===== config.mk =====
export PLATFORM = sky130hd
export DESIGN_NAME = aes_stim_sequencer
export DESIGN_NICKNAME = d
export VERILOG_FILES = /design/src/rtl/aes_stim_pkg.sv /design/src/rtl/aes_stim_lfsr.sv /design/src/rtl/aes_stim_sequencer.sv
export SDC_FILE = /design/constraint.sdc
export NUM_CORES = 1
export LEC_CHECK = 0
export BUFFER_PORTS_ARGS = -buffer_cell sky130_fd_sc_hd__buf_2
export CAP_MARGIN = 40
export CORE_MARGIN = 1.5
export CORE_UTILIZATION = 47
export DETAILED_ROUTE_END_ITERATION = 10
export GPL_ROUTABILITY_DRIVEN = 0
export PLACE_DENSITY = 0.72
export SLEW_MARGIN = 30
export SYNTH_ARGS = -nofsm -noshare
export SYNTH_HDL_FRONTEND = slang
export SYNTH_SLANG_ARGS = --single-unit

===== constraint.sdc =====
create_clock -name clk -period 6.35 [get_ports clk]
set_input_delay 0.9525 -clock clk [delete_from_list [all_inputs] [get_ports clk]]
set_output_delay 0.9525 -clock clk [all_outputs]
set_load 0.005 [all_outputs]

===== src/rtl/aes_stim_pkg.sv =====
// ---------------------------------------------------------------------------
// aes_stim_pkg
// Shared definitions for the AES stimulus sequencer slice:
//   - seq_state_e : FSM encoding (IDLE, SEED, RUN, DRAIN, DONE)
//   - TAP_*       : feedback tap positions shared by the LFSRs and the MISR
//   - DEFAULT_*   : default plaintext/key seeds and the aes_128 latency
//   - tap_parity  : XOR of the four tap bits of a 128-bit word
// ---------------------------------------------------------------------------
package aes_stim_pkg;

    localparam int LFSR_W = 128;

    typedef enum logic [2:0] {
        ST_IDLE  = 3'd0,
        ST_SEED  = 3'd1,
        ST_RUN   = 3'd2,
        ST_DRAIN = 3'd3,
        ST_DONE  = 3'd4
    } seq_state_e;

    localparam int TAP_A = 127;
    localparam int TAP_B = 125;
    localparam int TAP_C = 100;
    localparam int TAP_D = 98;

    localparam logic [LFSR_W-1:0] DEFAULT_STATE_SEED = 128'hDEAD_BEEF_DEAD_BEEF_DEAD_BEEF_DEAD_BEEF;
    localparam logic [LFSR_W-1:0] DEFAULT_KEY_SEED   = 128'hCAFE_FEED_CAFE_FEED_CAFE_FEED_CAFE_FEED;
    localparam int                AES_LATENCY        = 21;

    // The LFSRs and the MISR use the same four taps; the LFSRs invert the
    // parity (XNOR feedback) so an all-zero word can never lock them up,
    // while the MISR uses the plain parity.
    function automatic logic tap_parity(input logic [LFSR_W-1:0] v);
        return v[TAP_A] ^ v[TAP_B] ^ v[TAP_C] ^ v[TAP_D];
    endfunction

endpackage


===== src/rtl/aes_stim_lfsr.sv =====
// ---------------------------------------------------------------------------
// aes_stim_lfsr
// Seeded 128-bit Fibonacci LFSR with XNOR feedback, used for both the
// plaintext and the key stream.
// Ports:
//   clk   in   1         clock
//   rst   in   1         synchronous active-high reset, loads SEED
//   en    in   1         advance one step this cycle
//   load  in   1         reload SEED this cycle (wins over en)
//   q     out  NUM_BITS  current LFSR word
// ---------------------------------------------------------------------------
module aes_stim_lfsr
    import aes_stim_pkg::*;
#(
    parameter int                  NUM_BITS = 128,
    parameter logic [NUM_BITS-1:0] SEED     = DEFAULT_STATE_SEED
) (
    input  logic                clk,
    input  logic                rst,
    input  logic                en,
    input  logic                load,
    output logic [NUM_BITS-1:0] q
);

    logic [NUM_BITS-1:0] q_next;

    // One LFSR step: shift toward the MSB and insert the inverted tap
    // parity at bit 0.
    always_comb begin
        q_next = {q[NUM_BITS-2:0], ~tap_parity(q)};
    end

    // Reset and an explicit reload both return the register to its seed so
    // every run starts from the same vector; otherwise it only moves when
    // the sequencer asks for a fresh vector, which lets it hold the last
    // word while the pipeline drains.
    always_ff @(posedge clk) begin
        if (rst || load) begin
            q <= SEED;
        end else if (en) begin
            q <= q_next;
        end
    end

endmodule


===== src/rtl/aes_stim_sequencer.sv =====
// ---------------------------------------------------------------------------
// aes_stim_sequencer
// Drives N back-to-back plaintext/key vectors into aes_128, tracks the
// fixed AES latency to flag each returned ciphertext with its index, and
// folds every ciphertext into a MISR signature.
// Ports:
//   clk           in   1         clock shared with aes_128
//   rst           in   1         synchronous active-high reset
//   start         in   1         begin a run (only looked at in IDLE)
//   num_tests     in   CNT_W     vectors to issue, latched on accepted start
//   state_o       out  NUM_BITS  plaintext to aes_128
//   key_o         out  NUM_BITS  key to aes_128
//   vec_valid     out  1         state_o/key_o carry a new vector
//   aes_out       in   NUM_BITS  ciphertext from aes_128
//   result_valid  out  1         aes_out belongs to vector result_idx
//   result_idx    out  CNT_W     0-based index of the current result
//   busy          out  1         high in SEED/RUN/DRAIN
//   done          out  1         run complete, sticky until next start/rst
//   signature     out  NUM_BITS  MISR over all results of the run
// ---------------------------------------------------------------------------
module aes_stim_sequencer
    import aes_stim_pkg::*;
#(
    parameter int                  NUM_BITS   = 128,
    parameter int                  LATENCY    = AES_LATENCY,
    parameter logic [NUM_BITS-1:0] STATE_SEED = DEFAULT_STATE_SEED,
    parameter logic [NUM_BITS-1:0] KEY_SEED   = DEFAULT_KEY_SEED,
    parameter int                  CNT_W      = 32
) (
    input  logic                clk,
    input  logic                rst,
    input  logic                start,
    input  logic [CNT_W-1:0]    num_tests,
    output logic [NUM_BITS-1:0] state_o,
    output logic [NUM_BITS-1:0] key_o,
    output logic                vec_valid,
    input  logic [NUM_BITS-1:0] aes_out,
    output logic                result_valid,
    output logic [CNT_W-1:0]    result_idx,
    output logic                busy,
    output logic                done,
    output logic [NUM_BITS-1:0] signature
);

    seq_state_e          state_q;
    seq_state_e          state_d;
    logic [CNT_W-1:0]    num_q;
    logic [CNT_W-1:0]    vec_cnt_q;
    logic [CNT_W-1:0]    result_idx_q;
    logic [LATENCY-1:0]  valid_pipe_q;
    logic                done_q;
    logic [NUM_BITS-1:0] sig_q;
    logic [NUM_BITS-1:0] sig_next;
    logic                lfsr_load;
    logic                lfsr_en;
    logic                accept_start;
    logic                last_vec;
    logic                last_result;

    // Plaintext and key streams: identical LFSRs that differ only in seed.
    aes_stim_lfsr #(
        .NUM_BITS (NUM_BITS),
        .SEED     (STATE_SEED)
    ) u_state_lfsr (
        .clk  (clk),
        .rst  (rst),
        .en   (lfsr_en),
        .load (lfsr_load),
        .q    (state_o)
    );

    aes_stim_lfsr #(
        .NUM_BITS (NUM_BITS),
        .SEED     (KEY_SEED)
    ) u_key_lfsr (
        .clk  (clk),
        .rst  (rst),
        .en   (lfsr_en),
        .load (lfsr_load),
        .q    (key_o)
    );

    // A result is simply a vec_valid that has travelled LATENCY stages, so
    // result_valid needs no knowledge of the FSM. The N-th vector and the
    // N-th result are recognised by comparing their counters with the
    // latched count.
    assign result_valid = valid_pipe_q[LATENCY-1];
    assign accept_start = (state_q == ST_IDLE) && start;
    assign last_vec     = (vec_cnt_q == (num_q - CNT_W'(1)));
    assign last_result  = result_valid && (result_idx_q == (num_q - CNT_W'(1)));

    assign vec_valid    = (state_q == ST_RUN);
    assign busy         = (state_q == ST_SEED) || (state_q == ST_RUN) || (state_q == ST_DRAIN);
    assign done         = done_q;
    assign result_idx   = result_idx_q;
    assign signature    = sig_q;

    // Signature step: shift the MISR with its tap parity fed back into
    // bit 0, then fold in the current ciphertext.
    always_comb begin
        sig_next = {sig_q[NUM_BITS-2:0], tap_parity(sig_q)} ^ aes_out;
    end

    // Next-state logic. SEED reloads both LFSRs so the first RUN cycle
    // presents the seeds themselves. During RUN the LFSRs advance after
    // every vector except the last one, so in DRAIN they still show the
    // final vector. start is only honoured in IDLE; a zero count goes
    // straight to DONE without touching the datapath.
    always_comb begin
        state_d   = state_q;
        lfsr_load = 1'b0;
        lfsr_en   = 1'b0;
        unique case (state_q)
            ST_IDLE: begin
                if (start) begin
                    state_d = (num_tests == '0) ? ST_DONE : ST_SEED;
                end
            end
            ST_SEED: begin
                lfsr_load = 1'b1;
                state_d   = ST_RUN;
            end
            ST_RUN: begin
                if (last_vec) begin
                    state_d = ST_DRAIN;
                end else begin
                    lfsr_en = 1'b1;
                end
            end
            ST_DRAIN: begin
                if (last_result) begin
                    state_d = ST_DONE;
                end
            end
            ST_DONE: begin
                state_d = ST_IDLE;
            end
            default: begin
                state_d = ST_IDLE;
            end
        endcase
    end

    // State register, valid pipe, counters, done flag and MISR. Reset
    // empties the valid pipe so nothing launched before it can ever be
    // flagged as a result. An accepted start clears the previous run's
    // signature, index and done flag; done is set on the way into DONE,
    // which is the cycle after the final result and the cycle busy drops.
    always_ff @(posedge clk) begin
        if (rst) begin
            state_q      <= ST_IDLE;
            num_q        <= '0;
            vec_cnt_q    <= '0;
            result_idx_q <= '0;
            valid_pipe_q <= '0;
            done_q       <= 1'b0;
            sig_q        <= '0;
        end else begin
            state_q      <= state_d;
            valid_pipe_q <= {valid_pipe_q[LATENCY-2:0], vec_valid};

            if (state_d == ST_DONE) begin
                done_q <= 1'b1;
            end else if (accept_start) begin
                done_q <= 1'b0;
            end

            if (accept_start) begin
                num_q        <= num_tests;
                vec_cnt_q    <= '0;
                result_idx_q <= '0;
                sig_q        <= '0;
            end else begin
                if (state_q == ST_RUN) begin
                    vec_cnt_q <= vec_cnt_q + CNT_W'(1);
                end
                if (result_valid) begin
                    result_idx_q <= result_idx_q + CNT_W'(1);
                    sig_q        <= sig_next;
                end
            end
        end
    end

endmodule


==> flow_summary.toml, run 1 <==
[run_status]
status = "finished clean"

[cts]
clk_pin_slew_worst_paths_ns = 0.06
cts_resized = 0
ctsHtreeMaxLevel = 2
cts_tree = "built"
cts_sinks = 505
clk-insertion-delay-late_ns = 0.60
postCtsSetupBuffers = 0
hold_buffers = 0
clock_path_buffers = 3
cts_buffers = 51
clockRootBuffer = "clkbuf_16"

[sta]
min_period_ns = 4.55
hold_viol_final = 0
fin_tns_setup_ns = 0
slew_violations = 0
slew_headroom = 0.403
worst_slew_pin_slew_ns = 0.887
post-route-period-util = 0.716
clock_skew_ns = 0.0278
fmax_ghz = 0.220
rsz0062_at_grt = "no"
finalWorstSetupSlack_ns = 1.80
finalSetupViolCount = 0

[hold_path]
hold_path_class = "reg -> reg"
worstHoldStart = "valid_pipe_q[19]"

[logic_synthesis]
ys_ff_latch = 505
syn-num-nets = 2822
yosys.area.top_type_share = 0.425
ys_warn_count = 0
synthCells = 2656
syn_avg_cell_area_sq_um = 8.96
synth_cell_types = 75
yosysTopAreaCell = "dfxtp_1"
synth_area_leaders = "dfxtp_1 (42%), mux2i_1 (11%), buf_4 (8.0%)"
synth-main-ff-cell = "dfxtp_1"
synthArstFlopShare = 0
syn-cell-area_sq_mm = 0.0238
yosysSeqAreaShare = 0.425
synth_edf_count = 0

[place]
numPortBuffers = 582
pre_cts_ws_ns = 1.97
dpl.hpwl_um = 47600
placed_cells = 3508

[detailed_routing]
drt-pass1-iter-count = 5
routed-via-count = 18979
drc_errors = 0
finalWirelength_um = 64500
drt_iter0_drc = 1352
wire_per_inst_um = 17.9
final_antenna_net_count = 0
routed_via_density = 5.27

[final_layout]
layout-drive-gt1-share = 0.244
diodes = 0
instances_no_fill = 3602
fin_nets = 3055
num-fill-cells = 4547
area.growth.synth_to_final_pct = 13.1

[die]
initial_utilization = 0.475
num_rows = 82
core_area_sq_mm = 0.0501
fp.dieW_um = 228
dieHeight_um = 228
die_area_sq_mm = 0.0520
ios = 583

[setup_path]
crit_path_end = "u_state_lfsr.q[59]"
cp-end-kind = "flip-flop"
cp_data_required_time_ns = 6.86
worst-setup-path-type = "reg -> reg"
reg2reg_depth = 12
r2r_start = "num_q[0]"
r2r_setup_slack_ns = 1.80
start_kind = "flip-flop"
timing.rr.end = "u_state_lfsr.q[59]"
arrival_ns = 5.05
worstPathMaxFanout = 52
critPathLaunch = "num_q[0]"

[global_routing]
antenna_found_initial = 2
grt_overflow = 0
grt_usage = 0.237
grt_pass1_wl_um = 100000
grt_pass1_vias = 18069
grt_max_degree = 132

[power]
power_per_cell_area_mw_per_mm2 = 270
ir_worst_vdd_v = 0.000182
leakagePower_nw = 10.3

[flow_run]
cap_viol_max_count = 0
-- how the worst min path moves through the flow --
stage                                   to  slack [ns]  cells after the start
after global placement    valid_pipe_q[19]        0.42                      1
after CTS                 valid_pipe_q[20]        0.43                      1
after detailed placement  valid_pipe_q[17]        0.42                      1
after floorplan           valid_pipe_q[10]        0.41                      1
final                     valid_pipe_q[20]        0.42                      1
after global routing      valid_pipe_q[20]        0.45                      1
-- layer usage --
layer	global-route usage	up-vias	wire length, um
met4	0.110	2	2810
met2	0.403	695	31100
met3	0.0508	171	4450
li1	-	9142	-
met1	0.286	8969	26100
met5	0	-	13
-- placed cells by master, fill, tap and decap left out, drive strengths merged, types with 4 or more instances in the layout --
| cell | synthesis | layout |
|---|---|---|
| a211o | 4 | 4 |
| a211oi | 129 | 129 |
| a21oi | 58 | 58 |
| a31oi | 5 | 5 |
| and2 | 5 | 5 |
| and3 | 9 | 9 |
| and4 | 6 | 6 |
| buf | 292 | 608 |
| clkbuf | 136 | 79 |
| clkinv | 0 | 10 |
| dfxtp | 505 | 505 |
| inv | 16 | 19 |
| mux2i | 262 | 262 |
| nand2 | 233 | 233 |
| nand2b | 10 | 10 |
| nand3 | 26 | 26 |
| nand3b | 4 | 4 |
| nand4 | 34 | 34 |
| nor2 | 472 | 472 |
| nor2b | 29 | 29 |
| nor3 | 25 | 25 |
| nor4 | 30 | 30 |
| nor4b | 5 | 5 |
| o21ai | 22 | 22 |
| o41ai | 4 | 4 |
| or2 | 7 | 7 |
| or3 | 19 | 19 |
| or4 | 8 | 8 |
| xnor2 | 195 | 195 |
| xnor3 | 5 | 5 |
| xor2 | 50 | 50 |
-- worst max-delay path, stage by stage (launching register included) --
cell and delay (ns):
dfxtp_1 0.41, inv_1 0.11, ha_1 0.24, nor3b_1 0.40
nand4_1 0.72, or4_1 0.73, o22ai_1 0.14, nor4_1 0.06
and4_1 0.27, a21oi_4 0.51, buf_16 0.23, buf_12 0.33
mux2i_1 0.26
-- metrics by stage --
stage          hold slack [ns]  cell area (sq um)   util  total power, mW
3_3_place_gp             0.424              25100  0.502             4.27
4_1_cts                  0.434              26900  0.537             7.31
6_report                 0.419              26900  0.537             7.26
5_1_grt                  0.450              26900  0.537             7.53
2_1_floorplan            0.414              23800      -             4.09
3_5_place_dp             0.425              25200  0.504             4.30
-- where the power goes --
group          switching, mW  total (mW)  internal (mW)
Sequential            0.0991        3.35           3.25
Combinational          0.517       0.894          0.378
Clock                   1.26        3.01           1.75
-- cell families after synthesis --
family                     Yosys count  share of synthesized area
AOI/OAI and AO/OA                  259                     0.0754
xor gates and xnor gates           253                     0.0979
adders and majority gates            3                    0.00158
buffers and inverters              444                      0.117
DFF                                505                      0.425
muxes                              263                      0.111
and+or+nand+nor                    929                      0.173
-- cell type report --
cell class,instances,area [sq um],share of cell area
sequential,505,10100,0.376
multi-input combinational,1707,10900,0.407
inverter,16,60.1,0.00223
timing repair buffer,608,3280,0.122
clock inverter,15,136,0.00507
clock buffer,79,1540,0.0573
tap,672,841,0.0312
-- cell usage after synthesis, drive strengths merged (22+ instances only) --
master	number
xor2	50
nor3	25
nand2	233
buf	292
clkbuf	136
o21ai	22
nor2	472
mux2i	262
nand4	34
nand3	26
nor2b	29
nor4	30
dfxtp	505
xnor2	195
a21oi	58
a211oi	129
-- registers in the layout, indices dropped and copies added, names as in the netlist --
signal,cells
result_idx,32
u_state_lfsr.q,128
u_key_lfsr.q,128
valid_pipe_q,21
state_q,3
vec_cnt_q,32
num_q,32
done,1
signature,128
(Power assumes the default switching activity.)
==> run 2, diff against run 1 <==
--- a/config.mk
+++ b/config.mk
@@ -5,13 +5,14 @@
 export SDC_FILE = /design/constraint.sdc
 export NUM_CORES = 1
 export LEC_CHECK = 0
+export ABC_AREA = 1
 export BUFFER_PORTS_ARGS = -buffer_cell sky130_fd_sc_hd__buf_2
 export CAP_MARGIN = 40
 export CORE_MARGIN = 1.5
 export CORE_UTILIZATION = 47
 export DETAILED_ROUTE_END_ITERATION = 10
 export GPL_ROUTABILITY_DRIVEN = 0
-export PLACE_DENSITY = 0.72
+export PLACE_DENSITY = 0.71
 export SLEW_MARGIN = 30
 export SYNTH_ARGS = -nofsm -noshare
 export SYNTH_HDL_FRONTEND = slang
==> constraint.sdc (replaced) <==
create_clock -name clk -period 4.5 [get_ports clk]
set_input_delay 0.675 -clock clk [delete_from_list [all_inputs] [get_ports clk]]
set_output_delay 0.675 -clock clk [all_outputs]
set_load 0.005 [all_outputs]
==> flow_summary.toml, run 2 <==
[run_status]
status = "finished clean"

[logic_synthesis]
synth_top_family_by_area = "simple AND/OR/NAND/NOR gates"
yosysTopAreaCell = "dfxtp_1"
syn-cell-area_sq_mm = 0.0243
yosys.area.top_type_share = 0.417
netlist_top_cells_count = "nand3_1 (579), nand2_1 (552), dfxtp_1 (505)"
yosysSeqAreaShare = 0.417
syn_avg_cell_area_sq_um = 7.33
synth-main-ff-cell = "dfxtp_1"
ys_warn_count = 0
synth_edf_count = 0
synthCells = 3311
syn-num-nets = 3477
synthArstFlopShare = 0
synth_area_leaders = "dfxtp_1 (42%), nand3_1 (12%), nand2_1 (8.5%)"
synth_mux_area_frac = 0
synth_compound_gate_area_share = 0.0986
synth_cell_types = 35
yosysMostFrequentCell = "nand3_1"
synth_fa_ha_area_frac = 0.00155
synth_xor_xnor_area_share = 0.0585
synthSimpleGateAreaFrac = 0.273
ys_ff_latch = 505

[cts]
cts_tree = "built"
cts_sinks = 505
postCtsSetupBuffers = 0
cts_resized = 0
clk-insertion-delay-late_ns = 0.59
clock_path_buffers = 3
hold_buffers = 0
cts_buffers = 53
clockRootBuffer = "clkbuf_16"
clk_pin_slew_worst_paths_ns = 0.06
ctsHtreeMaxLevel = 2

[power]
power_per_cell_area_mw_per_mm2 = 408
p_switching_mw = 3.09
fin_total_pwr_mw = 11.2
ir_worst_vdd_v = 0.000254
internal-power_mw = 8.12
power_frac_seq = 0.438
clkPwrFrac = 0.414
leakagePower_nw = 12.7
combPwrFrac = 0.147
swShare = 0.275

[setup_path]
worstPathMaxFanout = 182
crit_path_cell_trace = "inv_2, ha_1, nand2_2, nor2_4, nand2_1, o21ai_0, nand3_1, nand2_1, nor2_1, nand3_1, nor2_1, nand3_4, buf_12, buf_16, nand3_1, nand2_1, nor2_1"
cp-end-kind = "flip-flop"
arrival_ns = 3.95
max_stage_delay_ns = 0.41
slowest_stage = "buf_16"
worst-setup-path-type = "reg -> reg"
cp_data_required_time_ns = 4.99
start_kind = "flip-flop"

[die]
dieHeight_um = 230
fp.dieW_um = 230
initial_utilization = 0.474
core_area_sq_mm = 0.0512
die_area_sq_mm = 0.0530
num_rows = 83
ios = 583

[place]
pre_cts_ws_ns = 1.22
numPortBuffers = 582
dpl.hpwl_um = 51900
placed_cells = 4157

[sta]
clock_skew_ns = 0.0216
hold_viol_final = 0
slew_violations = 0
fmax_ghz = 0.289
finalSetupViolCount = 0
post-route-period-util = 0.769
slew_headroom = 0.436
worst_slew_pin_slew_ns = 0.845
min_period_ns = 3.46
finalWorstSetupSlack_ns = 1.04
fin_tns_setup_ns = 0
rsz0062_at_grt = "no"

[detailed_routing]
finalWirelength_um = 72300
drt_iter0_drc = 1904
routed_via_density = 5.29
drc_errors = 0
wire_per_inst_um = 17.0
final_antenna_net_count = 0
routed-via-count = 22573
drt-pass1-iter-count = 7

[hold_path]
hold_path_class = "in -> reg"

[final_layout]
layout_common_cells = "buf_2 (582), nand3_1 (579), nand2_1 (551)"
fin_nets = 3700
layout-drive-gt1-share = 0.202
instances_no_fill = 4265
final_common_cell = "buf_2"
area.growth.synth_to_final_pct = 13.3
final_core_util = 0.537

[global_routing]
grt_usage = 0.261
grt_pass1_vias = 19951
grt_overflow = 0
grt_pass1_wl_um = 112000
antenna_found_initial = 12
grt_max_degree = 252

[flow_run]
cap_viol_max_count = 0
run 2: changes by cell type after synthesis, sizes merged, moves of 18 or more:
cell	change
buf	+33
nand2	+324
a211oi	-129
clkbuf	-25
xnor2	-63
o21ai	+181
nor2b	-29
mux2i	-262
or3	-18
a21oi	+207
xor2	-25
inv	+217
nand3	+555
nor2	-198
run 2: path summary, 6_finish.rpt:
check | startpoint | endpoint | slack [ns] | cells after the start
max | num_q[0] | u_state_lfsr.q[29] | 1.04 | 17
min | aes_out[11] | signature[11] | 0.38 | 3
max reg2reg | num_q[0] | u_state_lfsr.q[29] | 1.04 | 17
min reg2reg | valid_pipe_q[19] | valid_pipe_q[20] | 0.40 | 2
run 2: area by class of cell:
| type | count | area [sq um] |
|---|---|---|
| timing repair buffer | 604 | 3250 |
| sequential | 505 | 10100 |
| tap | 680 | 851 |
| antenna | 7 | 17.5 |
| clock buffer | 83 | 1640 |
| fill | 4974 | 23700 |
| multi-input combinational | 2137 | 10500 |
| clock inverter | 16 | 220 |
| inverter | 233 | 890 |
run 2: per-stage QoR:
| step | cell area, sq um | hold WS [ns] |
|---|---|---|
| after global placement | 25500 | 0.380 |
| after global routing | 27500 | 0.362 |
| after CTS | 27400 | 0.339 |
| after floorplan | 24300 | 0.388 |
| final | 27500 | 0.380 |
| after detailed placement | 25500 | 0.393 |
run 2: logic make-up after synthesis:
logic type,after synthesis
simple gates,1501
buf+inv,669
flops,505
compound gates,474
xor+xnor,159
fa+ha+maj,3
run 2: metal layers:
| metal | global-route usage | vias to the layer above | wire length, um |
|---|---|---|---|
| met1 | 0.344 | 10357 | 30000 |
| met4 | 0.110 | 8 | 2990 |
| li1 | - | 11068 | - |
| met5 | 0 | - | 45 |
| met2 | 0.413 | 976 | 32900 |
| met3 | 0.0551 | 164 | 6410 |
run 2: power groups by stage:
stage | Combinational, mW | Sequential (mW) | Clock, mW
finish | 1.65 | 4.91 | 4.65
global route | 1.86 | 4.94 | 4.93
CTS | 1.64 | 4.91 | 4.75
detailed placement | 1.64 | 5.00 | 0
global placement | 1.61 | 5.00 | 0
floorplan | 1.35 | 4.94 | 0
run 2: critical path, delay by kind of cell (launching register included):
family	cells	cell delay (ns)
simple gates	12	1.33
fa+ha+maj	1	0.22
flops	1	0.33
compound gates	1	0.36
buf+inv	3	0.83
==> run 3, diff against run 2 <==
==> constraint.sdc (replaced) <==
create_clock -name clk -period 3.25 [get_ports clk]
set_input_delay 0.4875 -clock clk [delete_from_list [all_inputs] [get_ports clk]]
set_output_delay 0.4875 -clock clk [all_outputs]
set_load 0.005 [all_outputs]
==> flow_summary.toml, run 3 (synthesis gave the netlist of run 2 again) <==
[run_status]
status = "finished clean"

[die]
initial_utilization = 0.474
fp.dieW_um = 230
die_area_sq_mm = 0.0530
core_area_sq_mm = 0.0512
num_rows = 83
ios = 583
dieHeight_um = 230

[cts]
cts_sinks = 505
cts_tree = "built"
ctsHtreeMaxLevel = 2
cts_buffers = 53
clock_path_buffers = 3
clk-insertion-delay-late_ns = 0.61
clockRootBuffer = "clkbuf_16"
clk_pin_slew_worst_paths_ns = 0.06

[detailed_routing]
final_antenna_net_count = 0
drt_iter0_drc = 2139
routed_via_density = 5.26
finalWirelength_um = 73000
drc_errors = 0
drt-pass1-iter-count = 6
wire_per_inst_um = 17.0
routed-via-count = 22521

[final_layout]
area.growth.synth_to_final_pct = 13.5
final_core_util = 0.538
layout-drive-gt1-share = 0.207
fin_nets = 3722
final_common_cell = "buf_2"
layout_common_cells = "buf_2 (582), nand3_1 (579), nand2_1 (551)"
instances_no_fill = 4279

[place]
numPortBuffers = 582
dpl.hpwl_um = 52500
placed_cells = 4169

[global_routing]
grt_pass1_vias = 20005
top_usage_layer = "met2"
antenna_found_initial = 11
grt_util_met3 = 0.0717
grt_pass1_wl_um = 111000
grt_max_degree = 263
grt_usage = 0.260
use_met1 = 0.335
grt_use_met2 = 0.405
grt_overflow = 0

[flow_run]
cap_viol_max_count = 0

[setup_path]
start_kind = "flip-flop"
worstPathMaxFanout = 67
worst-setup-path-type = "reg -> reg"
r2r_start = "num_q[8]"
crit_path_end = "u_key_lfsr.q[8]"
critPathLaunch = "num_q[8]"
r2r_setup_slack_ns = 0.23
arrival_ns = 3.51
max_stage_delay_ns = 0.36
timing.rr.end = "u_key_lfsr.q[8]"
reg2reg_depth = 16
crit_path_frequent_cell = "nand2_1"
crit_path_cell_trace = "nor2_2, nand2_1, nor2_1, nand2_2, nor2_2, inv_2, nand2_1, nand3_1, nand2_1, nand3_1, nor2_4, nand3_4, buf_4, buf_12, a21oi_1, nor2_1"
cp_data_required_time_ns = 3.73
cp-end-kind = "flip-flop"
slowest_stage = "dfxtp_1"

[sta]
hold_viol_final = 0
post-route-period-util = 0.930
fin_tns_setup_ns = 0
fmax_ghz = 0.331
finalSetupViolCount = 0
min_period_ns = 3.02
slew_headroom = 0.305
clock_skew_ns = 0.0248
worst_slew_pin_slew_ns = 1.04
slew_violations = 0

[hold_path]
worstHoldStart = "aes_out[106]"
hold_path_class = "in -> reg"

[power]
power_per_cell_area_mw_per_mm2 = 553
leakagePower_nw = 12.7
ir_worst_vdd_v = 0.000376
-- run 3: what timing repair did --
action / CTS / global route
endpoints found under the hold margin: 0 / 0
resized for setup: 0 / 8
setup buffers: 0 / 9
hold buffers: 0 / 0
setup endpoints to repair: 0 / 235
-- run 3: how the worst min path moves through the flow --
stage / slack [ns] / cells past startpoint / to
floorplan: 0.39 / 2 / valid_pipe_q[10]
global placement: 0.38 / 2 / valid_pipe_q[20]
detailed placement: 0.39 / 2 / valid_pipe_q[20]
CTS: 0.14 / 3 / signature[22]
global route: 0.16 / 3 / signature[16]
finish: 0.17 / 3 / signature[106]
-- run 3: per-stage QoR --
step	power (mW)	worst slack (ns)	area [sq um]	hold WS [ns]
CTS	15.3	0.0739	27400	0.141
global route	15.9	-0.000572	27500	0.159
global placement	9.18	0.142	25600	0.385
detailed placement	9.20	0.0799	25600	0.392
floorplan	8.71	0.864	24300	0.388
finish	15.2	0.229	27500	0.172
-- run 3: final cells by class --
class,instances,area (sq um)
fill,4964,23700
multi-input combinational,2139,10500
sequential,505,10100
timing repair buffer,624,3390
clock buffer,77,1560
inverter,233,890
tap,680,851
clock inverter,16,176
antenna,5,12.5
-- run 3: per-layer routing --
| metal | part of all wire | wire [um] |
|---|---|---|
| met1 | 0.41 | 30200 |
| met2 | 0.45 | 33000 |
| met3 | 0.091 | 6660 |
| met4 | 0.042 | 3070 |
| met5 | 0.00080 | 58 |
-- run 3: critical path, delay by kind of cell (launching register included) --
family,cells,cell delay (ns)
AND/OR/NAND/NOR,12,1.87
flip-flops,1,0.36
AO/OA/AOI/OAI,1,0.17
buffers and inverters,3,0.45
-- run 3: power breakdown --
group | internal [mW] | switching, mW
logic | 0.889 | 1.44
clock network | 3.55 | 2.54
registers | 6.51 | 0.294
